## src/rtl/bbpd_sampler_if.sv

```systemverilog
// Port bundle between the NCO/line side (master) and the bang-bang phase detector (slave).
// valid/ready: this link has no back-pressure; edge_tick, sample_tick, data_valid and tick_err are single-cycle strobes acted on in the cycle they are high.
interface bbpd_sampler_if;
    logic              data_in;
    logic              edge_tick;
    logic              sample_tick;
    logic              up_pulse;
    logic              dn_pulse;
    logic              data_out;
    logic              data_valid;
    logic              no_trans;
    logic              tick_err;
    logic signed [7:0] acc_dbg;
    logic        [1:0] pulse_state_dbg;

    modport master (
        output data_in, edge_tick, sample_tick,
        input  up_pulse, dn_pulse, data_out, data_valid, no_trans, tick_err,
        input  acc_dbg, pulse_state_dbg
    );

    modport slave (
        input  data_in, edge_tick, sample_tick,
        output up_pulse, dn_pulse, data_out, data_valid, no_trans, tick_err,
        output acc_dbg, pulse_state_dbg
    );
endinterface

```

## src/rtl/bbpd_sampler.sv

```systemverilog
// Alexander bang-bang phase detector: synchronises the line, samples on edge/centre strobes,
// votes early/late over transitions and emits shaped, mutually exclusive up/dn pulses.
module bbpd_sampler #(
    parameter int SYNC_STAGES  = 2,
    parameter int VOTE_THRESH  = 4,
    parameter int PULSE_CYCLES = 8,
    parameter int RUN_LIMIT    = 64
) (
    input  logic         sys_clk,
    input  logic         rst,
    bbpd_sampler_if.slave pd
);

    localparam logic signed [7:0] THRESH_POS = 8'(VOTE_THRESH);
    localparam logic signed [7:0] THRESH_NEG = -THRESH_POS;
    localparam logic        [7:0] PULSE_LEN  = 8'(PULSE_CYCLES);
    localparam logic       [15:0] RUN_MAX    = 16'(RUN_LIMIT);

    typedef enum logic [1:0] {
        PS_IDLE = 2'd0,
        PS_UP   = 2'd1,
        PS_DN   = 2'd2
    } pulse_state_t;

    logic [SYNC_STAGES-1:0] sync_q, sync_d;
    logic                   e_reg_q, e_reg_d;
    logic                   e_vld_q, e_vld_d;
    logic                   have_prev_q, have_prev_d;
    logic                   data_out_q, data_out_d;
    logic                   data_valid_q, data_valid_d;
    logic                   tick_err_q, tick_err_d;
    logic                   no_trans_q, no_trans_d;
    logic signed [7:0]      acc_q, acc_d;
    logic [15:0]            run_q, run_d;
    logic [7:0]             pulse_cnt_q, pulse_cnt_d;
    pulse_state_t           state_q, state_d;
    logic                   up_q, up_d;
    logic                   dn_q, dn_d;

    logic                   data_s;
    logic                   edge_only;
    logic                   is_trans;
    logic                   is_same;
    logic                   vote_en;
    logic                   vote_late;
    logic signed [7:0]      acc_next;
    logic                   fire_up;
    logic                   fire_dn;
    logic                   run_enter;

    assign data_s    = sync_q[SYNC_STAGES-1];
    // A simultaneous edge strobe is dropped so the centre sample always wins.
    assign edge_only = pd.edge_tick & ~pd.sample_tick;
    assign is_trans  = have_prev_q & (data_s != data_out_q);
    assign is_same   = have_prev_q & (data_s == data_out_q);
    assign vote_en   = pd.sample_tick & is_trans & e_vld_q;
    assign vote_late = (e_reg_q == data_s);
    assign acc_next  = acc_q + (vote_late ? 8'sd1 : -8'sd1);
    assign fire_up   = vote_en & vote_late & (acc_next == THRESH_POS);
    assign fire_dn   = vote_en & ~vote_late & (acc_next == THRESH_NEG);

    always_comb begin
        sync_d       = {sync_q[SYNC_STAGES-2:0], pd.data_in};
        e_reg_d      = e_reg_q;
        e_vld_d      = e_vld_q;
        have_prev_d  = have_prev_q;
        data_out_d   = data_out_q;
        data_valid_d = pd.sample_tick;
        tick_err_d   = (pd.edge_tick & pd.sample_tick) | (edge_only & e_vld_q);
        acc_d        = acc_q;
        run_d        = run_q;
        run_enter    = 1'b0;

        if (pd.sample_tick) begin
            data_out_d  = data_s;
            have_prev_d = 1'b1;
            e_vld_d     = 1'b0;
            if (is_trans) begin
                run_d = '0;
            end else if (is_same && run_q != RUN_MAX) begin
                run_d     = run_q + 16'd1;
                run_enter = (run_d == RUN_MAX);
            end
        end else if (edge_only) begin
            e_reg_d = data_s;
            e_vld_d = 1'b1;
        end

        if (vote_en) begin
            acc_d = (fire_up || fire_dn) ? 8'sd0 : acc_next;
        end
        // A dead line means stale votes say nothing about the current phase.
        if (run_enter) begin
            acc_d = 8'sd0;
        end

        no_trans_d = (run_d == RUN_MAX);
    end

    // Pulse shaper: a new fire always reloads the counter and takes the output,
    // so an opposite fire hands over on one edge with no overlap or gap.
    always_comb begin
        state_d     = state_q;
        pulse_cnt_d = pulse_cnt_q;
        if (fire_up) begin
            state_d     = PS_UP;
            pulse_cnt_d = PULSE_LEN;
        end else if (fire_dn) begin
            state_d     = PS_DN;
            pulse_cnt_d = PULSE_LEN;
        end else if (state_q != PS_IDLE) begin
            if (pulse_cnt_q <= 8'd1) begin
                state_d     = PS_IDLE;
                pulse_cnt_d = '0;
            end else begin
                pulse_cnt_d = pulse_cnt_q - 8'd1;
            end
        end
        up_d = (state_d == PS_UP);
        dn_d = (state_d == PS_DN);
    end

    always_ff @(posedge sys_clk or posedge rst) begin
        if (rst) begin
            sync_q       <= '0;
            e_reg_q      <= 1'b0;
            e_vld_q      <= 1'b0;
            have_prev_q  <= 1'b0;
            data_out_q   <= 1'b0;
            data_valid_q <= 1'b0;
            tick_err_q   <= 1'b0;
            no_trans_q   <= 1'b0;
            acc_q        <= 8'sd0;
            run_q        <= '0;
            pulse_cnt_q  <= '0;
            state_q      <= PS_IDLE;
            up_q         <= 1'b0;
            dn_q         <= 1'b0;
        end else begin
            sync_q       <= sync_d;
            e_reg_q      <= e_reg_d;
            e_vld_q      <= e_vld_d;
            have_prev_q  <= have_prev_d;
            data_out_q   <= data_out_d;
            data_valid_q <= data_valid_d;
            tick_err_q   <= tick_err_d;
            no_trans_q   <= no_trans_d;
            acc_q        <= acc_d;
            run_q        <= run_d;
            pulse_cnt_q  <= pulse_cnt_d;
            state_q      <= state_d;
            up_q         <= up_d;
            dn_q         <= dn_d;
        end
    end

    assign pd.up_pulse        = up_q;
    assign pd.dn_pulse        = dn_q;
    assign pd.data_out        = data_out_q;
    assign pd.data_valid      = data_valid_q;
    assign pd.no_trans        = no_trans_q;
    assign pd.tick_err        = tick_err_q;
    assign pd.acc_dbg         = acc_q;
    assign pd.pulse_state_dbg = state_q;

    a_pulse_exclusive : assert property (@(posedge sys_clk) disable iff (rst) !(up_q && dn_q));

endmodule

```

## src/flat_wrapper.sv

```systemverilog
// flat-port wrapper written by rule: the top's interface ports become plain ports
module bbpd_sampler_flat 
#(
    parameter int SYNC_STAGES  = 2,
    parameter int VOTE_THRESH  = 4,
    parameter int PULSE_CYCLES = 8,
    parameter int RUN_LIMIT    = 64
)
  (sys_clk, rst, pd_data_in, pd_edge_tick, pd_sample_tick, pd_up_pulse, pd_dn_pulse, pd_data_out, pd_data_valid, pd_no_trans, pd_tick_err, pd_acc_dbg, pd_pulse_state_dbg);
  bbpd_sampler_if pd_i ();
  input  logic sys_clk;
  input  logic rst;
  input wire logic [$bits(pd_i.data_in)-1:0] pd_data_in;
  input wire logic [$bits(pd_i.edge_tick)-1:0] pd_edge_tick;
  input wire logic [$bits(pd_i.sample_tick)-1:0] pd_sample_tick;
  output wire logic [$bits(pd_i.up_pulse)-1:0] pd_up_pulse;
  output wire logic [$bits(pd_i.dn_pulse)-1:0] pd_dn_pulse;
  output wire logic [$bits(pd_i.data_out)-1:0] pd_data_out;
  output wire logic [$bits(pd_i.data_valid)-1:0] pd_data_valid;
  output wire logic [$bits(pd_i.no_trans)-1:0] pd_no_trans;
  output wire logic [$bits(pd_i.tick_err)-1:0] pd_tick_err;
  output wire logic [$bits(pd_i.acc_dbg)-1:0] pd_acc_dbg;
  output wire logic [$bits(pd_i.pulse_state_dbg)-1:0] pd_pulse_state_dbg;
  assign pd_i.data_in = pd_data_in;
  assign pd_i.edge_tick = pd_edge_tick;
  assign pd_i.sample_tick = pd_sample_tick;
  assign pd_up_pulse = pd_i.up_pulse;
  assign pd_dn_pulse = pd_i.dn_pulse;
  assign pd_data_out = pd_i.data_out;
  assign pd_data_valid = pd_i.data_valid;
  assign pd_no_trans = pd_i.no_trans;
  assign pd_tick_err = pd_i.tick_err;
  assign pd_acc_dbg = pd_i.acc_dbg;
  assign pd_pulse_state_dbg = pd_i.pulse_state_dbg;
  bbpd_sampler #(.SYNC_STAGES(SYNC_STAGES), .VOTE_THRESH(VOTE_THRESH), .PULSE_CYCLES(PULSE_CYCLES), .RUN_LIMIT(RUN_LIMIT)) u_core (.sys_clk(sys_clk), .rst(rst), .pd(pd_i));
endmodule
```

## config.mk

```make
export PLATFORM = sky130hd
export DESIGN_NAME = bbpd_sampler_flat
export DESIGN_NICKNAME = d
export VERILOG_FILES = /design/src/rtl/bbpd_sampler_if.sv /design/src/rtl/bbpd_sampler.sv /design/src/flat_wrapper.sv
export SDC_FILE = /design/constraint.sdc
export NUM_CORES = 1
export LEC_CHECK = 0
export ABC_AREA = 1
export BUFFER_PORTS_ARGS = -buffer_cell sky130_fd_sc_hd__buf_4
export CAP_MARGIN = 25
export CORE_ASPECT_RATIO = 0.7
export CORE_MARGIN = 2
export CORE_UTILIZATION = 55
export DETAILED_ROUTE_END_ITERATION = 16
export HOLD_SLACK_MARGIN = 0.1
export PLACE_DENSITY = 0.72
export SETUP_SLACK_MARGIN = 0.2
export SLEW_MARGIN = 0
export SYNTH_ARGS = -nofsm -noshare
export SYNTH_HDL_FRONTEND = slang
export SYNTH_SLANG_ARGS = --single-unit
```

## constraint.sdc

```tcl
create_clock -name sys_clk -period 3.3 [get_ports sys_clk]
set_input_delay 0.165 -clock sys_clk [delete_from_list [all_inputs] [get_ports sys_clk]]
set_output_delay 0.165 -clock sys_clk [all_outputs]
set_load 0.05 [all_outputs]
```

==> results.rst <==
.. list-table::
   :header-rows: 1

   * - Metric
     - Value
   * - Routability-driven placement congestion ratio
     - 0.893
   * - Max layer used
     - met4
   * - Shortest period the worst path allows
     - ~2.5 ns
   * - Antenna diode instance count
     - 0
   * - Share of async-settable or async-resettable flops after synthesis
     - 1.00
   * - Die extent in y
     - 68.1 um
   * - Latest clock arrival within the worst-skew pair
     - around 0.31 ns
   * - DRC viols
     - 0
   * - Worst reg-to-reg setup slack
     - 0.78 ns
   * - Peak clock frequency supported by timing
     - 397 MHz
   * - Post-synthesis adder-cell area fraction
     - 0.0527
   * - Most used cell, CP
     - sky130_fd_sc_hd__nand2_1
   * - Unrepaired setup endpoints after global routing
     - false
   * - Reg2reg path depth
     - 14
   * - Fraction of layout instances using a drive strength above 1
     - 0.132
   * - Critical path data required time
     - 3.50 ns
   * - Setup-violating endpoint count in the final report
     - 0
   * - Number of synthesis warnings
     - 0
   * - Complex-gate fraction of the synthesized area
     - 0.0535
   * - Number of hold violations in the final report
     - 0
   * - Start-to-end type of the worst setup path
     - reg -> reg
   * - Detailed-route wire length per cell
     - between 10 and 15 um
   * - Final cycle utilization of the critical path
     - 0.764
   * - Critical path endpoint
     - u_core.pulse_cnt_q[2]$_DFFE_PP0P_
   * - Number of violations reported at the end of detailed-routing iteration 0
     - 211
   * - Num CTS Buffers
     - 5
   * - Met2 Wirelength
     - approximately 3.0 mm
   * - Count of vias placed by the detailed router
     - 3043
   * - Slew of the pin with the lowest slew margin
     - 0.491 ns
   * - Boundary pin count
     - 21
   * - Die area
     - between 6000 and 7000 sq um
   * - Routed wire length on met3
     - 557 um
   * - Final design instance area without fill
     - 3590 sq um
   * - Distinct cell type count after synthesis
     - 36
   * - Number of maximum-capacitance violations
     - 0
   * - CTS Root Buffer Type
     - sky130_fd_sc_hd__clkbuf_8
   * - M1 wire length
     - 4.11 mm
   * - Total power density per cell area
     - between 600 and 700 nW/um^2
   * - Critical Path Slowest Stage Cell
     - sky130_fd_sc_hd__fa_1
   * - Most used DFF post-synth
     - sky130_fd_sc_hd__dfrtp_1
   * - Post-DP Area
     - 3440 sq um
   * - Instance count of the mapped netlist
     - between 400 and 500
   * - Remaining antenna violation count after routing
     - 0
   * - Class of the worst hold path
     - reg -> reg
   * - CTS HTree Levels
     - 2
   * - Largest net degree at the start of global routing
     - 46
   * - Critical path origin
     - u_core.sync_q[1]$_DFF_PP0_
   * - Initial core utilization
     - 0.566
   * - Congestion Overflow GR
     - 0
   * - Register clock-pin slew on the reported worst setup and hold paths
     - 0.09 ns
   * - TNS Setup
     - 0 ns
   * - TritonCTS clock tree
     - built
   * - Leakage Power
     - 1.96 nW
   * - Detailed-route wire length
     - 7.68 mm
   * - Flip-flop and latch count after synthesis
     - 45
   * - Startpoint of the lowest-slack register-to-register path
     - u_core.sync_q[1]$_DFF_PP0_
   * - Worst path arrival time
     - 2.72 ns
   * - Outcome
     - complete, no violations
   * - DIE WIDTH
     - 95.6 um
   * - # port buffers
     - 20
   * - Setup Buffers After CTS
     - 0
   * - Sequential cell area fraction in the yosys report
     - 0.349
   * - First-pass GRT wire length
     - 12.5 mm
   * - Worst-path fanout max
     - 10
   * - Fin Clk Skew
     - 0.0138 ns
   * - R2R Path End
     - u_core.pulse_cnt_q[2]$_DFFE_PP0P_
   * - TritonCTS sink count
     - 45
   * - Largest family of logic cells by synthesized area
     - simple AND/OR/NAND/NOR gates
   * - Largest incremental delay on the critical path
     - 0.47 ns
   * - Number of enable flip-flop cells after synthesis
     - 0
   * - Detailed placer's ending HPWL
     - just under 6 mm
   * - Via count of the first global-routing pass
     - 2602
   * - Basic-gate share of the synthesized area counting and, or, nand and nor cells
     - 0.425
   * - Number of search-and-repair iterations in the first detailed-routing pass
     - 5
   * - Net count of the mapped netlist
     - 498
   * - Relative max-transition margin
     - 0.669
   * - Worst Setup End Kind
     - flop
   * - Vias per inst
     - 5.22
   * - Global router's overall resource usage
     - 0.251
   * - Cell area after synthesis
     - 3230 sq um
   * - Xor/xnor cell area share of the yosys netlist
     - 0.0190
   * - FP Rows
     - 23
   * - Leading cell types in the layout, fill and taps excluded
     - sky130_fd_sc_hd__nand2_1 (140), sky130_fd_sc_hd__inv_1 (71), sky130_fd_sc_hd__nor2_1 (55)
   * - Max-slew violation count
     - 0
   * - Synthesized area divided by synthesized cell count
     - 6.72 sq um
   * - Crit-path cells
     - inv_2 -> nand2_1 -> nand2_1 -> fa_1 -> nand2_1 -> nand2_1 -> nand3_1 -> nand2_1 -> nor2_2 -> nand3_2 -> nor2_1 -> nand3_1 -> nand3_1 -> nor2_1
   * - Number of antenna violations at the first check in global routing
     - 0
   * - Commonest non-fill, non-tap cell in the layout
     - sky130_fd_sc_hd__nand2_1
   * - Net count of the finished layout
     - approximately 530
   * - Cells resized by post-CTS repair
     - 0
   * - Area Overhead vs Synth
     - 11.4%
   * - Worst voltage drop across the vdd grid
     - 492 uV
   * - CTS Buffer Depth
     - 2
   * - Area of the core
     - 5700 sq um
   * - Crit path launch type
     - flop
   * - Proportion of synthesized area in mux cells
     - 0
==> per-stage QoR <==
stage	hold WS (ns)	total power, mW	worst slack [ns]	utilization	instances
after floorplan	0.196	1.75	1.11	-	480
after global placement	0.276	2.02	0.845	0.604	570
after detailed placement	0.276	2.05	0.800	0.604	570
after CTS	0.103	2.41	0.794	0.625	581
after global routing	0.362	2.63	0.533	0.631	583
final	0.357	2.42	0.779	0.631	583
==> cell type report <==
cell class | instances | area (sq um)
fill | 545 | 2100
timing repair buffer | 25 | 210
tap | 75 | 93.8
multi-input combinational | 351 | 1780
clock inverter | 3 | 22.5
clock buffer | 5 | 68.8
inverter | 79 | 297
sequential | 45 | 1130
==> routing by layer <==
layer / vias to the layer above / global-route usage
met5: - / 0
met4: 0 / 0.0482
met3: 4 / 0.0430
met2: 107 / 0.340
met1: 1368 / 0.412
li1: 1564 / -
==> worst max-delay path, delay by kind of cell, from the launching register on <==
family	cells	cell delay, ns
buffers and inverters	1	0.06
adder cells (fa/ha/maj)	1	0.47
flip-flops	1	0.40
AND/OR/NAND/NOR	12	1.49
==> power breakdown <==
group | total (mW) | switching [mW] | internal (mW) | leakage [nW]
clock network | 0.353 | 0.202 | 0.151 | 0.0481
logic | 1.24 | 0.834 | 0.405 | 1.34
registers | 0.827 | 0.156 | 0.671 | 0.575
==> synthesized netlist by cell type, types with 5 or more instances <==
master / instances / area [sq um]
sky130_fd_sc_hd__nand3_1: 47 / 235
sky130_fd_sc_hd__nor3_1: 10 / 50.1
sky130_fd_sc_hd__nor2_1: 55 / 206
sky130_fd_sc_hd__xor2_1: 6 / 52.6
sky130_fd_sc_hd__nand2_2: 9 / 56.3
sky130_fd_sc_hd__inv_1: 72 / 270
sky130_fd_sc_hd__nand4_1: 13 / 81.3
sky130_fd_sc_hd__ha_1: 12 / 150
sky130_fd_sc_hd__inv_2: 7 / 26.3
sky130_fd_sc_hd__o21ai_0: 5 / 25.0
sky130_fd_sc_hd__a21oi_1: 15 / 75.1
sky130_fd_sc_hd__nand2_1: 140 / 526
sky130_fd_sc_hd__dfrtp_1: 45 / 1130
sky130_fd_sc_hd__nor2_2: 8 / 50.1
==> repair_timing <==
action,in CTS,in global routing
hold buffers,3,1
setup endpoints to repair,0,0
endpoints found under the hold margin,3,45
==> worst min-delay path by stage <==
stage | startpoint | to | depth (start not counted)
2_1_floorplan | pd_sample_tick | u_core.pd.data_valid$_DFF_PP0_ | 0
3_3_place_gp | pd_data_in | u_core.sync_q[0]$_DFF_PP0_ | 1
3_5_place_dp | pd_data_in | u_core.sync_q[0]$_DFF_PP0_ | 1
4_1_cts | rst | u_core.pd.no_trans$_DFF_PP0_ | 2
5_1_grt | u_core.sync_q[0]$_DFF_PP0_ | u_core.sync_q[1]$_DFF_PP0_ | 0
6_report | u_core.sync_q[0]$_DFF_PP0_ | u_core.sync_q[1]$_DFF_PP0_ | 0
==> state kept, by name, summed over array words and instances (netlist names), 2 cells and up <==
register,count
u_core.run_q,16
u_core.pd.acc_dbg,8
u_core.pulse_cnt_q,8
u_core.pd.pulse_state_dbg,2
u_core.sync_q,2
==> cell families after synthesis <==
family,after synthesis
buffers and inverters,84
DFF,45
adders and majority gates,13
xor gates and xnor gates,7
AOI/OAI and AO/OA,31
and+or+nand+nor,300
No activity file was read; power rests on OpenSTA's default activity.
